File: config.mk
export PLATFORM = sky130hd
export DESIGN_NAME = riscv_fetch_ctrl
export DESIGN_NICKNAME = d
export VERILOG_FILES = /design/src/rtl/riscv_pkg.sv /design/src/rtl/riscv_fetch_slot.sv /design/src/rtl/riscv_fetch_ctrl.sv
export SDC_FILE = /design/constraint.sdc
export NUM_CORES = 1
export LEC_CHECK = 0
export ABC_AREA = 0
export BUFFER_PORTS_ARGS = -buffer_cell sky130_fd_sc_hd__buf_4
export CAP_MARGIN = 20
export CORE_AREA = 8 8 169 171
export CTS_BUF_LIST = sky130_fd_sc_hd__clkbuf_2 sky130_fd_sc_hd__clkbuf_4 sky130_fd_sc_hd__clkbuf_8
export DETAILED_ROUTE_END_ITERATION = 6
export DIE_AREA = 0 0 177 179
export PLACE_DENSITY_LB_ADDON = 0.25
export SLEW_MARGIN = 15
export SYNTH_ARGS = -nofsm -noshare
export SYNTH_HDL_FRONTEND = slang
export SYNTH_SLANG_ARGS = --single-unit
File: constraint.sdc
create_clock -name i_riscv_fctl_clk -period 3.8 [get_ports i_riscv_fctl_clk]
set_clock_uncertainty 0.15 [all_clocks]
set_input_delay 0.76 -clock i_riscv_fctl_clk [delete_from_list [all_inputs] [get_ports i_riscv_fctl_clk]]
set_output_delay 0.76 -clock i_riscv_fctl_clk [all_outputs]
set_load 0.01 [all_outputs]
File: src/rtl/riscv_pkg.sv
// ---------------------------------------------------------------------------
// riscv_pkg: shared fetch-stage types and constants.  Rev 1.0
// ---------------------------------------------------------------------------
`default_nettype none

package riscv_pkg;

    typedef enum logic [1:0] {
        BOOT  = 2'd0,
        FETCH = 2'd1,
        WAIT  = 2'd2,
        DROP  = 2'd3
    } fetch_state_t;

    localparam logic [31:0] RISCV_NOP            = 32'h0000_0013;
    localparam logic [63:0] DEFAULT_RESET_VECTOR = 64'h0;

endpackage

`default_nettype wire

File: src/rtl/riscv_fetch_slot.sv
// ---------------------------------------------------------------------------
// riscv_fetch_slot: one-entry instruction buffer between fetch and decode.  Rev 1.0
// ---------------------------------------------------------------------------
`default_nettype none

module riscv_fetch_slot
    import riscv_pkg::*;
#(
    parameter int WIDTH = 64
) (
    input  logic             clk_i,
    input  logic             rst_i,
    input  logic             load_i,
    input  logic             consume_i,
    input  logic             flush_i,
    input  logic [31:0]      instr_i,
    input  logic [WIDTH-1:0] pc_i,
    output logic [31:0]      instr_o,
    output logic [WIDTH-1:0] pc_o,
    output logic             valid_o
);

    logic [31:0]      instr_q;
    logic [WIDTH-1:0] pc_q;
    logic             valid_q;

    // A load in the same cycle as a consume refills the slot; flush wins over both.
    always_ff @(posedge clk_i) begin
        if (rst_i) begin
            instr_q <= RISCV_NOP;
            pc_q    <= '0;
            valid_q <= 1'b0;
        end else if (flush_i) begin
            valid_q <= 1'b0;
        end else if (load_i) begin
            instr_q <= instr_i;
            pc_q    <= pc_i;
            valid_q <= 1'b1;
        end else if (consume_i) begin
            valid_q <= 1'b0;
        end
    end

    assign instr_o = instr_q;
    assign pc_o    = pc_q;
    assign valid_o = valid_q;

endmodule

`default_nettype wire

File: src/rtl/riscv_fetch_ctrl.sv
// ---------------------------------------------------------------------------
// riscv_fetch_ctrl: sequences the PC register and imem port, one request at a time.
// Rev 1.0
// ---------------------------------------------------------------------------
`default_nettype none

module riscv_fetch_ctrl
    import riscv_pkg::*;
#(
    parameter int               WIDTH        = 64,
    parameter logic [WIDTH-1:0] RESET_VECTOR = WIDTH'(DEFAULT_RESET_VECTOR)
) (
    input  logic             i_riscv_fctl_clk,
    input  logic             i_riscv_fctl_rst,
    input  logic [WIDTH-1:0] i_riscv_fctl_pc,
    output logic [WIDTH-1:0] o_riscv_fctl_nextpc,
    output logic             o_riscv_fctl_stallpc,
    output logic             o_riscv_fctl_imem_req,
    output logic [WIDTH-1:0] o_riscv_fctl_imem_addr,
    input  logic             i_riscv_fctl_imem_ack,
    input  logic [31:0]      i_riscv_fctl_imem_rdata,
    input  logic             i_riscv_fctl_id_stall,
    output logic [31:0]      o_riscv_fctl_instr,
    output logic [WIDTH-1:0] o_riscv_fctl_instr_pc,
    output logic             o_riscv_fctl_instr_valid,
    input  logic             i_riscv_fctl_branch_taken,
    input  logic [WIDTH-1:0] i_riscv_fctl_branch_target,
    input  logic             i_riscv_fctl_trap,
    input  logic [WIDTH-1:0] i_riscv_fctl_trap_vector
);

    fetch_state_t     state_q, state_d;
    logic [WIDTH-1:0] req_addr_q, req_addr_d;

    logic             redirect;
    logic [WIDTH-1:0] target;
    logic [WIDTH-1:0] pc_plus4;
    logic             slot_free;
    logic             slot_consume;
    logic             slot_load;
    logic             slot_flush;
    logic [WIDTH-1:0] load_pc;

    assign redirect     = i_riscv_fctl_trap | i_riscv_fctl_branch_taken;
    assign target       = (i_riscv_fctl_trap ? i_riscv_fctl_trap_vector : i_riscv_fctl_branch_target)
                          & ~{{(WIDTH-2){1'b0}}, 2'b11};
    assign pc_plus4     = i_riscv_fctl_pc + WIDTH'(4);
    assign slot_free    = !o_riscv_fctl_instr_valid | !i_riscv_fctl_id_stall;
    assign slot_consume = o_riscv_fctl_instr_valid & !i_riscv_fctl_id_stall;

    always_comb begin
        state_d                = state_q;
        req_addr_d             = req_addr_q;
        o_riscv_fctl_stallpc   = 1'b1;
        o_riscv_fctl_nextpc    = pc_plus4;
        o_riscv_fctl_imem_req  = 1'b0;
        o_riscv_fctl_imem_addr = i_riscv_fctl_pc;
        slot_load              = 1'b0;
        slot_flush             = 1'b0;
        load_pc                = i_riscv_fctl_pc;

        // Reset drops the request immediately so imem can abandon it in the same cycle.
        if (i_riscv_fctl_rst) begin
            o_riscv_fctl_nextpc    = RESET_VECTOR;
            o_riscv_fctl_imem_addr = '0;
        end else begin
            unique case (state_q)
                BOOT: begin
                    o_riscv_fctl_stallpc = 1'b0;
                    o_riscv_fctl_nextpc  = RESET_VECTOR;
                    state_d              = FETCH;
                end
                FETCH: begin
                    if (redirect) begin
                        o_riscv_fctl_stallpc = 1'b0;
                        o_riscv_fctl_nextpc  = target;
                        slot_flush           = 1'b1;
                    end else if (slot_free) begin
                        o_riscv_fctl_imem_req = 1'b1;
                        if (i_riscv_fctl_imem_ack) begin
                            slot_load            = 1'b1;
                            o_riscv_fctl_stallpc = 1'b0;
                        end else begin
                            req_addr_d = i_riscv_fctl_pc;
                            state_d    = WAIT;
                        end
                    end
                end
                WAIT, DROP: begin
                    o_riscv_fctl_imem_req  = 1'b1;
                    o_riscv_fctl_imem_addr = req_addr_q;
                    load_pc                = req_addr_q;
                    if (redirect) begin
                        o_riscv_fctl_stallpc = 1'b0;
                        o_riscv_fctl_nextpc  = target;
                        slot_flush           = 1'b1;
                        state_d              = i_riscv_fctl_imem_ack ? FETCH : DROP;
                    end else if (i_riscv_fctl_imem_ack) begin
                        state_d = FETCH;
                        if (state_q == WAIT) begin
                            slot_load            = 1'b1;
                            o_riscv_fctl_stallpc = 1'b0;
                        end
                    end
                end
                default: state_d = BOOT;
            endcase
        end
    end

    always_ff @(posedge i_riscv_fctl_clk) begin
        if (i_riscv_fctl_rst) begin
            state_q    <= BOOT;
            req_addr_q <= '0;
        end else begin
            state_q    <= state_d;
            req_addr_q <= req_addr_d;
        end
    end

    riscv_fetch_slot #(
        .WIDTH (WIDTH)
    ) u_slot (
        .clk_i     (i_riscv_fctl_clk),
        .rst_i     (i_riscv_fctl_rst),
        .load_i    (slot_load),
        .consume_i (slot_consume),
        .flush_i   (slot_flush),
        .instr_i   (i_riscv_fctl_imem_rdata),
        .pc_i      (load_pc),
        .instr_o   (o_riscv_fctl_instr),
        .pc_o      (o_riscv_fctl_instr_pc),
        .valid_o   (o_riscv_fctl_instr_valid)
    );

endmodule

`default_nettype wire

Word-level counts from Yosys, hierarchy flattened
Index checks and enable logic that the tools add are counted.
{"block": "word_totals", "ff_bits": 163, "latch_bits": 0, "ramBits": 0, "mem_bits_ro": 0, "inputBits": 230, "output_inout_bits": 227, "wordCells": 67, "memories": 0}
{"block": "classes", "n_addsub": 1, "n_mul": 0, "div": 0, "magnitude_cmp": 0, "n_eq_ne": 7, "shifts": 0, "n_mux": 38, "bitwise": 6, "reduce_logical": 10}
{"cell": "$mux W64", "n": 5}
{"cell": "$pmux W64 S2", "n": 1}
{"cell": "$add A64 B3 Y64 const B", "n": 1}
{"cell": "$mux W1", "n": 22}
{"cell": "$mux W2", "n": 6}
{"cell": "$reduce_and A4 Y1", "n": 2}
{"cell": "$ne A2 B2 Y1 const B", "n": 3}
{"cell": "$pmux W2 S3", "n": 1}
{"cell": "$eq A2 B2 Y1 const B", "n": 2}
{"cell": "$pmux W1 S2", "n": 2}
{"cell": "$reduce_or A2 Y1", "n": 2}
{"cell": "$ne A3 B3 Y1 const B", "n": 1}
{"cell": "$not A1 Y1", "n": 3}
{"cell": "$pmux W1 S3", "n": 1}
{"cell": "$reduce_or A3 Y1", "n": 1}
{"cell": "$eq A2 B1 Y1 const B", "n": 1}
{"cell": "$logic_not A1 Y1", "n": 2}
{"cell": "$logic_not A2 Y1", "n": 1}
{"cell": "$or A1 B1 Y1", "n": 2}
{"cell": "$reduce_and A2 Y1", "n": 1}
{"cell": "$reduce_bool A2 Y1", "n": 1}
{"cell": "$and A1 B1 Y1", "n": 1}

Logic depth before layout (Yosys ltp)
Gate-level depths: netlist of run 1.
{"block": "logic_depth", "word_depth": 7, "mapped_depth": 10, "ltp_nobuf": 7}

By module
Synthesis of run 1 repeated with hierarchy kept, for this count alone.
{"block": "hier_totals", "cells_unflattened": 1393, "hier_area_um2": 11179.5}
{"mod": "riscv_fetch_ctrl", "instances": 1, "cells_per_inst": 953, "area_per_inst_um2": 6764.0, "seq_area_each_um2": 1321.3}
{"mod": "riscv_fetch_slot", "instances": 1, "cells_per_inst": 440, "area_per_inst_um2": 4415.5, "seq_area_each_um2": 1941.9}

Worst setup path before layout of run 1
Ideal clock, no wire load.
{"block": "synth_timing", "kind": "input to output", "from": "in i_riscv_fctl_pc[7]", "to": "out o_riscv_fctl_nextpc[29]", "t_arrival_ns": 2.482, "required_time_ns": 2.890, "slack_ns": 0.408, "path_stages": 8, "path_buffers": 2, "path_cell_list": "buf_2 -> nand4_4 -> nor4_4 -> nand3_2 -> buf_6 -> xnor2_1 -> nor2_1 -> o41ai_1"}
{"block": "synth_via", "elab_chain_cells": 4}
{"item": "start, declared", "line": "riscv_fetch_ctrl.sv:15", "text": "input logic [WIDTH-1:0] i_riscv_fctl_pc,"}
{"item": "$add A64 B3 Y64", "line": "riscv_fetch_ctrl.sv:47", "text": "assign pc_plus4 = i_riscv_fctl_pc + WIDTH'(4);"}
{"item": "$mux W64", "line": "riscv_fetch_ctrl.sv:74, riscv_fetch_ctrl.sv:93"}
{"item": "$pmux W64 S2", "line": "riscv_fetch_ctrl.sv:67", "text": "unique case (state_q)"}
{"item": "$mux W64", "line": "riscv_fetch_ctrl.sv:63", "text": "if (i_riscv_fctl_rst) begin"}
{"item": "end, declared", "line": "riscv_fetch_ctrl.sv:16", "text": "output logic [WIDTH-1:0] o_riscv_fctl_nextpc,"}
Every way passes these cells.

Worst setup path after layout of run 1
{"block": "layout_timing", "from": "in i_riscv_fctl_pc[3]", "to": "out o_riscv_fctl_nextpc[36]"}
Same word-level chain as after synthesis.

==> results of run 1 <==
[synth_stat cells (5+ instances only)]
| cell | n | area (um^2) |
|---|---|---|
| dfxtp_1 | 163 | 3260 |
| inv_1 | 11 | 41.3 |
| o21ai_0 | 22 | 110 |
| nand3_1 | 30 | 150 |
| nand2_1 | 235 | 882 |
| nor2_1 | 174 | 653 |
| a211oi_1 | 71 | 533 |
| nand4_1 | 21 | 131 |
| nor3_1 | 11 | 55.1 |
| xnor2_1 | 41 | 359 |
| xor2_1 | 14 | 123 |
| nor4_1 | 8 | 50.1 |
| and3_1 | 8 | 50.1 |
| a22oi_1 | 16 | 120 |
| and4_1 | 5 | 43.8 |
| nor2b_1 | 6 | 37.5 |
| mux2i_1 | 75 | 751 |
| buf_1 | 9 | 33.8 |
| buf_2 | 12 | 60.1 |
| a21oi_1 | 123 | 616 |
| clkbuf_1 | 80 | 300 |
| o221ai_1 | 14 | 123 |
| o22ai_1 | 19 | 119 |
[stage by stage]
stage / power [mW] / utilization / hold slack [ps] / worst slack [ps]
3_5_place_dp: 2.67 / 0.499 / 296 / 67.8
4_1_cts: 4.01 / 0.515 / 288 / 55.4
6_report: 3.98 / 0.519 / 310 / 101
2_1_floorplan: 2.17 / - / 286 / 408
3_3_place_gp: 2.66 / 0.499 / 291 / 84.5
5_1_grt: 4.15 / 0.519 / 300 / -12.5
[what timing repair did]
action	4_1_cts	5_1_grt
endpoints found under the setup margin	0	15
setup buffers	0	5
gates resized for setup	0	11
[critical path: cells and delay by family]
family | cells | cell delay, ps
AO/OA/AOI/OAI | 1 | 160
XOR/XNOR | 1 | 350
adder cells (fa/ha/maj) | 1 | 210
buffers and inverters | 4 | 620
AND/OR/NAND/NOR | 4 | 670
[layout make-up]
type,instances,share of cell area
clock buffer,17,0.0175
clock inverter,15,0.0136
inverter,12,0.00337
multi-input combinational,943,0.407
sequential,163,0.244
tap,335,0.0314
timing repair buffer,494,0.282
[power groups by stage]
stage          Combinational, mW  Clock [mW]  Sequential [mW]
2_1_floorplan              0.361           0             1.81
3_3_place_gp               0.863           0             1.80
3_5_place_dp               0.871           0             1.80
4_1_cts                    0.874        1.37             1.76
5_1_grt                    0.937        1.45             1.77
6_report                   0.870        1.34             1.76
[layer usage]
layer  routed length, um  global-route usage
met5                   0                   0
met4                 771              0.0739
met3                3450              0.0714
met2               19700               0.401
met1               16300               0.285
[cells by family after synthesis]
family          share of synthesized area
simple gates                        0.261
compound gates                      0.193
flops                               0.358
buf+inv                            0.0518
mux                                0.0823
xor+xnor                           0.0528
fa+ha+maj                         0.00137
[final timing paths]
kind,to
worst max-delay path,o_riscv_fctl_nextpc[36]
worst min-delay path,req_addr_q[27]$_SDFFE_PP0P_
worst max register to register,u_slot.pc_o[34]$_SDFFE_PP0P_
worst min register to register,req_addr_q[27]$_SDFFE_PP0P_
[registers in the layout, summed over array words and instances, names as in the netlist]
register        flops
u_slot.valid_o      1
req_addr_q         64
u_slot.pc_o        64
state_q             2
u_slot.instr_o     32
==> results.yml, run 1 <==
worst_setup_path:
  crit_arrival_ps: 2790
  end_kind: "output pin"
  max_stage_delay_ps: 350
  path_cells: "buf_4, ha_2, nand3_2, nor4_4, buf_6, nand4_1, buf_4, xnor2_1, a222oi_1, nor2_1, buf_4"
  crit_type: "input pin to output pin"
  rr_worst_depth: 6
  path_max_fanout: 8
  rr_startpoint: "state_q[1]$_SDFFE_PP0P_"
  startpoint: "i_riscv_fctl_pc[3]"
  required_ps: 2890
  worstSetupStartpointType: "input pin"
  crit_slowest_cell: "xnor2_1"
  r2r_slack_ps: 860
  worst_path_most_repeated_cell: "buf_4"
clock_tree:
  cts_hold_buf: 0
  h-tree-depth: 4
  tritoncts: "done"
  clockBufferDepth: 2
  clkLatencyLatePin_ps: 470
  cts_root_buffer: "clkbuf_8"
  clkTransAtPathRegs_ps: 90
  cts.sinks: 163
  cts_buffers: 17
pwr:
  pwr-share-clk: 0.338
  power_frac_seq: 0.443
  powerDensity_nw_per_um2: 298
  peakVddDrop_mv: 0.184
  combPwrFrac: 0.219
  p_int_mw: 2.66
  leakage_nw: 5.34
  p_sw_mw: 1.32
  sw_frac_of_total: 0.331
detailed_routing:
  ant_nets: 0
  drtPass1Iterations: 5
  dr_total_vias: 10438
  drt_first_iter_violations: 711
  routedWlPerCell_um: 20.3
  wl_um: 40200
  drc: 0
  viasPerCell: 5.27
run:
  maxCapViolCount: 0
yosys:
  syn-num-nets: 1455
  synth-edff-count: 0
  syn_avg_cell_area_um2: 7.46
  ys_warn_count: 0
  synth.distinct_cells: 49
  synth-seq-area-share: 0.358
  async_flop_share: 0
  synth_area_um2: 9130
  syn_inst: 1224
  ys_seq_elements: 163
  synth_flop_cell: "dfxtp_1"
place:
  dp.cells: 1941
  routabilityCongestion: 0.834
  hpwl_um: 30600
  post_dp_cell_area_um2: 12900
  port_buffers: 452
cells_and_area:
  fin_nets: 1862
  syn2layout_area_growth_pct: 46.4
  fill_cells: 2530
  multiInputGateArea_um2: 5450
  drive_above_1_share: 0.337
  final_common_cell: "buf_4"
  seq_area_um2: 3270
  stdcell_count: 1979
  final_cell_mix: "buf_4 (486), nand2_1 (234), nor2_1 (172), dfxtp_1 (162), a21oi_1 (123)"
  stdcell_area_um2: 13400
  insertedDiodeCount: 0
min_path:
  min-delay-start: "req_addr_q[27]$_SDFFE_PP0P_"
  holdPathStages: 2
  hold_class: "flip-flop to flip-flop"
timing:
  tightest_slew_ps: 958
  slew_headroom: 0.361
  timing.final.crit_share: 0.973
  period_needed_ps: 3700
  fmax_ghz: 0.270
  setup_viol: 0
  hold_viol_final: 0
  tns_ps: 0
  slew_viol_final: 0
global_routing:
  grt_usage: 0.237
  grt_pass1_vias: 9897
  grt_pass1_wl_um: 58500
  grt_max_degree: 185
  grt_overflow_total: 0
  antenna_found_initial: 0
floorplanning:
  core_area_um2: 25800
  ioPinCount: 457
  placementRows: 59
  die_h_um: 179
  die_w_um: 177
  die_area_um2: 31700
  initial_utilization: 0.354
run_status:
  outcome: "complete, no violations"
(Power assumes the default switching activity.)
==> run 2: changes to the inputs <==
==> constraint.sdc (replaced) <==
create_clock -name i_riscv_fctl_clk -period 4.4 [get_ports i_riscv_fctl_clk]
set_clock_uncertainty 0.15 [all_clocks]
set_input_delay 0.88 -clock i_riscv_fctl_clk [delete_from_list [all_inputs] [get_ports i_riscv_fctl_clk]]
set_output_delay 0.88 -clock i_riscv_fctl_clk [all_outputs]
set_load 0.01 [all_outputs]
==> run 2 against run 1 <==
Net effect: sequential share of layout area increased by 0.35 points; design area decreased by 1.4%; hold slack got worse by 1.6 ps; global-route usage increased by 0.14 points; worst setup slack improved by 140 ps; non-clock buffer count decreased by 16; cell count decreased by 0.81%; power decreased by 14%.
==> results.yml, run 2 (synthesis results as in run 1) <==
worst_setup_path:
  rr_startpoint: "state_q[1]$_SDFFE_PP0P_"
  crit_type: "input pin to output pin"
  max_stage_delay_ps: 390
  crit_arrival_ps: 3130
  r2r_slack_ps: 1720
  crit_slowest_cell: "or3_1"
  worstSetupStartpointType: "input pin"
  end_kind: "output pin"
  timing.rr.end: "u_slot.pc_o[41]$_SDFFE_PP0P_"
  path_max_fanout: 6
  required_ps: 3370
  path_cells: "buf_4, ha_1, and4_1, nand4_1, nor3_1, nand3_1, o31a_1, or3_1, buf_4"
  rr_worst_depth: 6
  worst_path_most_repeated_cell: "buf_4"
timing:
  setup_ws_ps: 237
  hold_viol_final: 0
  fmax_ghz: 0.240
  period_needed_ps: 4160
  tns_ps: 0
  timing.final.crit_share: 0.946
  setup_viol: 0
  tightest_slew_ps: 894
  slew_viol_final: 0
  slew_headroom: 0.404
  timing.hold.ws_ps: 308
  rsz0062_at_grt: "no"
detailed_routing:
  drc: 0
  viasPerCell: 5.28
  routedWlPerCell_um: 20.4
  drtPass1Iterations: 6
  wl_um: 40000
  ant_nets: 0
  dr_total_vias: 10355
  drt_first_iter_violations: 683
place:
  pre_cts_ws_ps: 236
  routabilityCongestion: 0.821
  port_buffers: 452
  hpwl_um: 30500
  post_dp_cell_area_um2: 12800
clock_tree:
  clkLatencyLatePin_ps: 470
  clkTransAtPathRegs_ps: 100
  cts_root_buffer: "clkbuf_8"
  cts.sinks: 163
  h-tree-depth: 4
  cts_hold_buf: 0
  clockBufferDepth: 2
  tritoncts: "done"
  post_cts_resized: 0
  post-cts-setup-buffers: 0
  cts_buffers: 17
min_path:
  hold_class: "flip-flop to flip-flop"
  min_delay_worst_endpoint: "req_addr_q[1]$_SDFFE_PP0P_"
  holdPathStages: 2
  min-delay-start: "req_addr_q[1]$_SDFFE_PP0P_"
cells_and_area:
  drive_above_1_share: 0.327
  final_common_cell: "buf_4"
  utilization: 0.511
  fin_nets: 1846
  final_cell_mix: "buf_4 (475), nand2_1 (235), nor2_1 (172), dfxtp_1 (162), a21oi_1 (123)"
  syn2layout_area_growth_pct: 44.4
  insertedDiodeCount: 0
  stdcell_area_um2: 13200
floorplanning:
  core_area_um2: 25800
  die_w_um: 177
  die_area_um2: 31700
  ioPinCount: 457
  initial_utilization: 0.354
  placementRows: 59
  die_h_um: 179
pwr:
  p_sw_mw: 1.13
  peakVddDrop_mv: 0.180
  powerDensity_nw_per_um2: 259
  pwr-share-clk: 0.336
  combPwrFrac: 0.218
  p_int_mw: 2.29
  sw_frac_of_total: 0.330
  power_frac_seq: 0.446
  leakage_nw: 5.24
run_status:
  outcome: "complete, no violations"
run:
  maxCapViolCount: 0
global_routing:
  grt_overflow_total: 0
  grt_usage: 0.239
  grt_max_degree: 77
  antenna_found_initial: 0
  grt_pass1_wl_um: 58800
  grt_pass1_vias: 10093
==> run 2: cell types whose count changed in the layout (fill, tap and decap cells not counted), moves of 2 or more <==
cell	before	now
nor4_1	6	8
buf_12	4	2
nor4_2	4	2
buf_6	4	1
buf_4	486	475
==> run 2: area by class of cell <==
type	instances	area, um^2
Sequential cell	163	3270
Fill cell	2557	12600
Inverter	12	45.0
Tap cell	335	419
Timing Repair Buffer	478	3620
Clock buffer	17	234
Multi-Input combinational cell	943	5420
Clock inverter	15	180
==> run 2: worst max-delay path by stage <==
| stage | startpoint | endpoint | slack, ps | cells past startpoint |
|---|---|---|---|---|
| floorplan | i_riscv_fctl_pc[7] | o_riscv_fctl_nextpc[29] | 770 | 8 |
| global placement | i_riscv_fctl_pc[2] | o_riscv_fctl_nextpc[56] | 260 | 9 |
| detailed placement | i_riscv_fctl_pc[2] | o_riscv_fctl_nextpc[56] | 240 | 9 |
| CTS | i_riscv_fctl_pc[2] | o_riscv_fctl_nextpc[56] | 230 | 9 |
| global route | i_riscv_fctl_pc[2] | o_riscv_fctl_nextpc[56] | 50 | 9 |
| finish | i_riscv_fctl_pc[2] | o_riscv_fctl_nextpc[56] | 240 | 9 |
==> run 2: per-layer routing <==
metal  wire length [um]  vias to the layer above  share of wire  GRT usage
li1                   -                     5047              -          -
met1              16100                     4827           0.40      0.281
met2              19600                      431           0.49      0.406
met3               3360                       50          0.084     0.0701
met4                977                        0          0.024     0.0862
met5                  0                        -              0          0
==> run 2: power by group through the flow <==
stage | Clock, mW | Combinational, mW | Sequential [mW]
CTS | 1.18 | 0.748 | 1.52
global placement | 0 | 0.740 | 1.55
finish | 1.15 | 0.744 | 1.52
global route | 1.24 | 0.803 | 1.53
detailed placement | 0 | 0.746 | 1.56
floorplan | 0 | 0.312 | 1.56
==> run 2: through the flow <==
stage               total power [mW]  std cells
CTS                             3.45       1963
global route                    3.57       1963
finish                          3.41       1963
detailed placement              2.30       1931
floorplan                       1.87       1224
global placement                2.29       1931
==> run 2: worst max-delay path: cells and delay by family <==
| family | cells | cell delay (ps) |
|---|---|---|
| buffers and inverters | 2 | 280 |
| and+or+nand+nor | 5 | 1430 |
| adders and majority gates | 1 | 220 |
| AOI/OAI and AO/OA | 1 | 330 |
==> run 3: changes to the inputs <==
--- a/config.mk
+++ b/config.mk
@@ -10,8 +10,10 @@
 export CAP_MARGIN = 20
 export CORE_AREA = 8 8 169 171
 export CTS_BUF_LIST = sky130_fd_sc_hd__clkbuf_2 sky130_fd_sc_hd__clkbuf_4 sky130_fd_sc_hd__clkbuf_8
+export CTS_CLUSTER_DIAMETER = 60
 export DETAILED_ROUTE_END_ITERATION = 6
 export DIE_AREA = 0 0 177 179
+export GPL_ROUTABILITY_DRIVEN = 1
 export PLACE_DENSITY_LB_ADDON = 0.25
 export SLEW_MARGIN = 15
 export SYNTH_ARGS = -nofsm -noshare
==> constraint.sdc (replaced) <==
create_clock -name i_riscv_fctl_clk -period 4.5 [get_ports i_riscv_fctl_clk]
set_clock_uncertainty 0.15 [all_clocks]
set_input_delay 0.9 -clock i_riscv_fctl_clk [delete_from_list [all_inputs] [get_ports i_riscv_fctl_clk]]
set_output_delay 0.9 -clock i_riscv_fctl_clk [all_outputs]
set_load 0.01 [all_outputs]
==> run 3 against run 2 <==
Net effect: sequential share of layout area is essentially flat; core utilization is essentially flat; design area is essentially flat; flip-flop and latch count is the same; non-clock buffer count shrank 1; critical path depth is the same; largest power group unchanged.
==> results.yml, run 3 (synthesis results as in run 1) <==
global_routing:
  antenna_found_initial: 0
  grt-busiest-layer: "met2"
  use_met3: 0.0695
  grt_pass1_wl_um: 59100
  grt_util_met1: 0.283
  grt_max_degree: 111
  grt_usage: 0.239
  grt_pass1_vias: 10157
  grt_overflow_total: 0
  grt_use_met2: 0.405
timing:
  slew_viol_final: 0
  rsz0062_at_grt: "no"
  setup_ws_ps: 292
  timing.final.crit_share: 0.935
  tns_ps: 0
  setup_viol: 0
  hold_viol_final: 0
  fmax_ghz: 0.238
  period_needed_ps: 4210
  tightest_slew_ps: 900
  timing.hold.ws_ps: 307
  slew_headroom: 0.400
worst_setup_path:
  worstSetupStartpointType: "input pin"
  path_max_fanout: 6
  crit_type: "input pin to output pin"
  required_ps: 3450
  crit_arrival_ps: 3160
  end_kind: "output pin"
detailed_routing:
  drtPass1Iterations: 5
  routedWlPerCell_um: 20.4
  drc: 0
  drt_first_iter_violations: 679
  ant_nets: 0
  viasPerCell: 5.27
  dr_total_vias: 10341
  wl_um: 40100
floorplanning:
  ioPinCount: 457
  core_area_um2: 25800
  die_area_um2: 31700
  die_w_um: 177
  placementRows: 59
  die_h_um: 179
  initial_utilization: 0.354
min_path:
  hold_class: "flip-flop to flip-flop"
cells_and_area:
  insertedDiodeCount: 0
  final_common_cell: "buf_4"
  final_cell_mix: "buf_4 (473), nand2_1 (235), nor2_1 (172), dfxtp_1 (162), a21oi_1 (123)"
  syn2layout_area_growth_pct: 44.5
  stdcell_count: 1962
  utilization: 0.512
  stdcell_area_um2: 13200
  drive_above_1_share: 0.326
  fin_nets: 1845
pwr:
  combPwrFrac: 0.217
  leakage_nw: 5.25
  peakVddDrop_mv: 0.151
  sw_frac_of_total: 0.332
  finalPower_mw: 3.35
  p_int_mw: 2.24
  power_frac_seq: 0.444
  pwr-share-clk: 0.338
  p_sw_mw: 1.11
  powerDensity_nw_per_um2: 254
place:
  dp.cells: 1930
  hpwl_um: 30700
  routabilityCongestion: 0.847
  pre_cts_ws_ps: 286
  port_buffers: 452
  post_dp_cell_area_um2: 12800
clock_tree:
  cts_root_buffer: "clkbuf_8"
  cts.sinks: 163
  clkTransAtPathRegs_ps: 100
  cts_hold_buf: 0
  post-cts-setup-buffers: 0
  h-tree-depth: 4
  clkLatencyLatePin_ps: 460
  cts_buffers: 17
  clockBufferDepth: 2
  post_cts_resized: 0
  tritoncts: "done"
run:
  maxCapViolCount: 0
run_status:
  outcome: "complete, no violations"
[run 3: changes by cell type in the layout (fill, tap and decap cells not counted), sizes merged]
cell      before  now
buf          478  477
clkinv         8   10
clkinvlp       1    0
inv           18   17
[run 3: final timing paths]
kind	start	to	slack (ps)	cells past startpoint
setup / recovery	i_riscv_fctl_pc[2]	o_riscv_fctl_nextpc[56]	290	9
hold reg to reg	req_addr_q[16]$_SDFFE_PP0P_	req_addr_q[16]$_SDFFE_PP0P_	310	2
hold / removal	req_addr_q[16]$_SDFFE_PP0P_	req_addr_q[16]$_SDFFE_PP0P_	310	2
setup reg to reg	state_q[1]$_SDFFE_PP0P_	u_slot.pc_o[59]$_SDFFE_PP0P_	1720	6
[run 3: power groups by stage]
stage	Clock, mW	Combinational [mW]	Sequential (mW)
2_1_floorplan	0	0.305	1.53
3_3_place_gp	0	0.724	1.52
3_5_place_dp	0	0.730	1.52
4_1_cts	1.17	0.733	1.49
5_1_grt	1.22	0.785	1.49
6_report	1.13	0.729	1.49
[run 3: layout make-up]
| class | instances | area (um^2) |
|---|---|---|
| repair buffers | 477 | 3620 |
| fillers | 2595 | 12600 |
| well taps | 335 | 419 |
| multi-input cells | 943 | 5420 |
| flip-flops and latches | 163 | 3270 |
| clock buffers | 17 | 234 |
| clock inverters | 15 | 186 |
| inverters | 12 | 45.0 |
[run 3: per-layer routing]
layer / up-vias / wire [um]
met3: 61 / 3280
met1: 4827 / 16200
li1: 5047 / -
met2: 406 / 19600
met4: 0 / 1040
met5: - / 0
[run 3: worst max-delay path, stage by stage]
cell and delay, ps:
buf_4 110, ha_1 230, and4_1 320, nand4_1 110, nor3_1 380, nand3_1 250
o31a_1 320, or3_1 370, buf_4 160
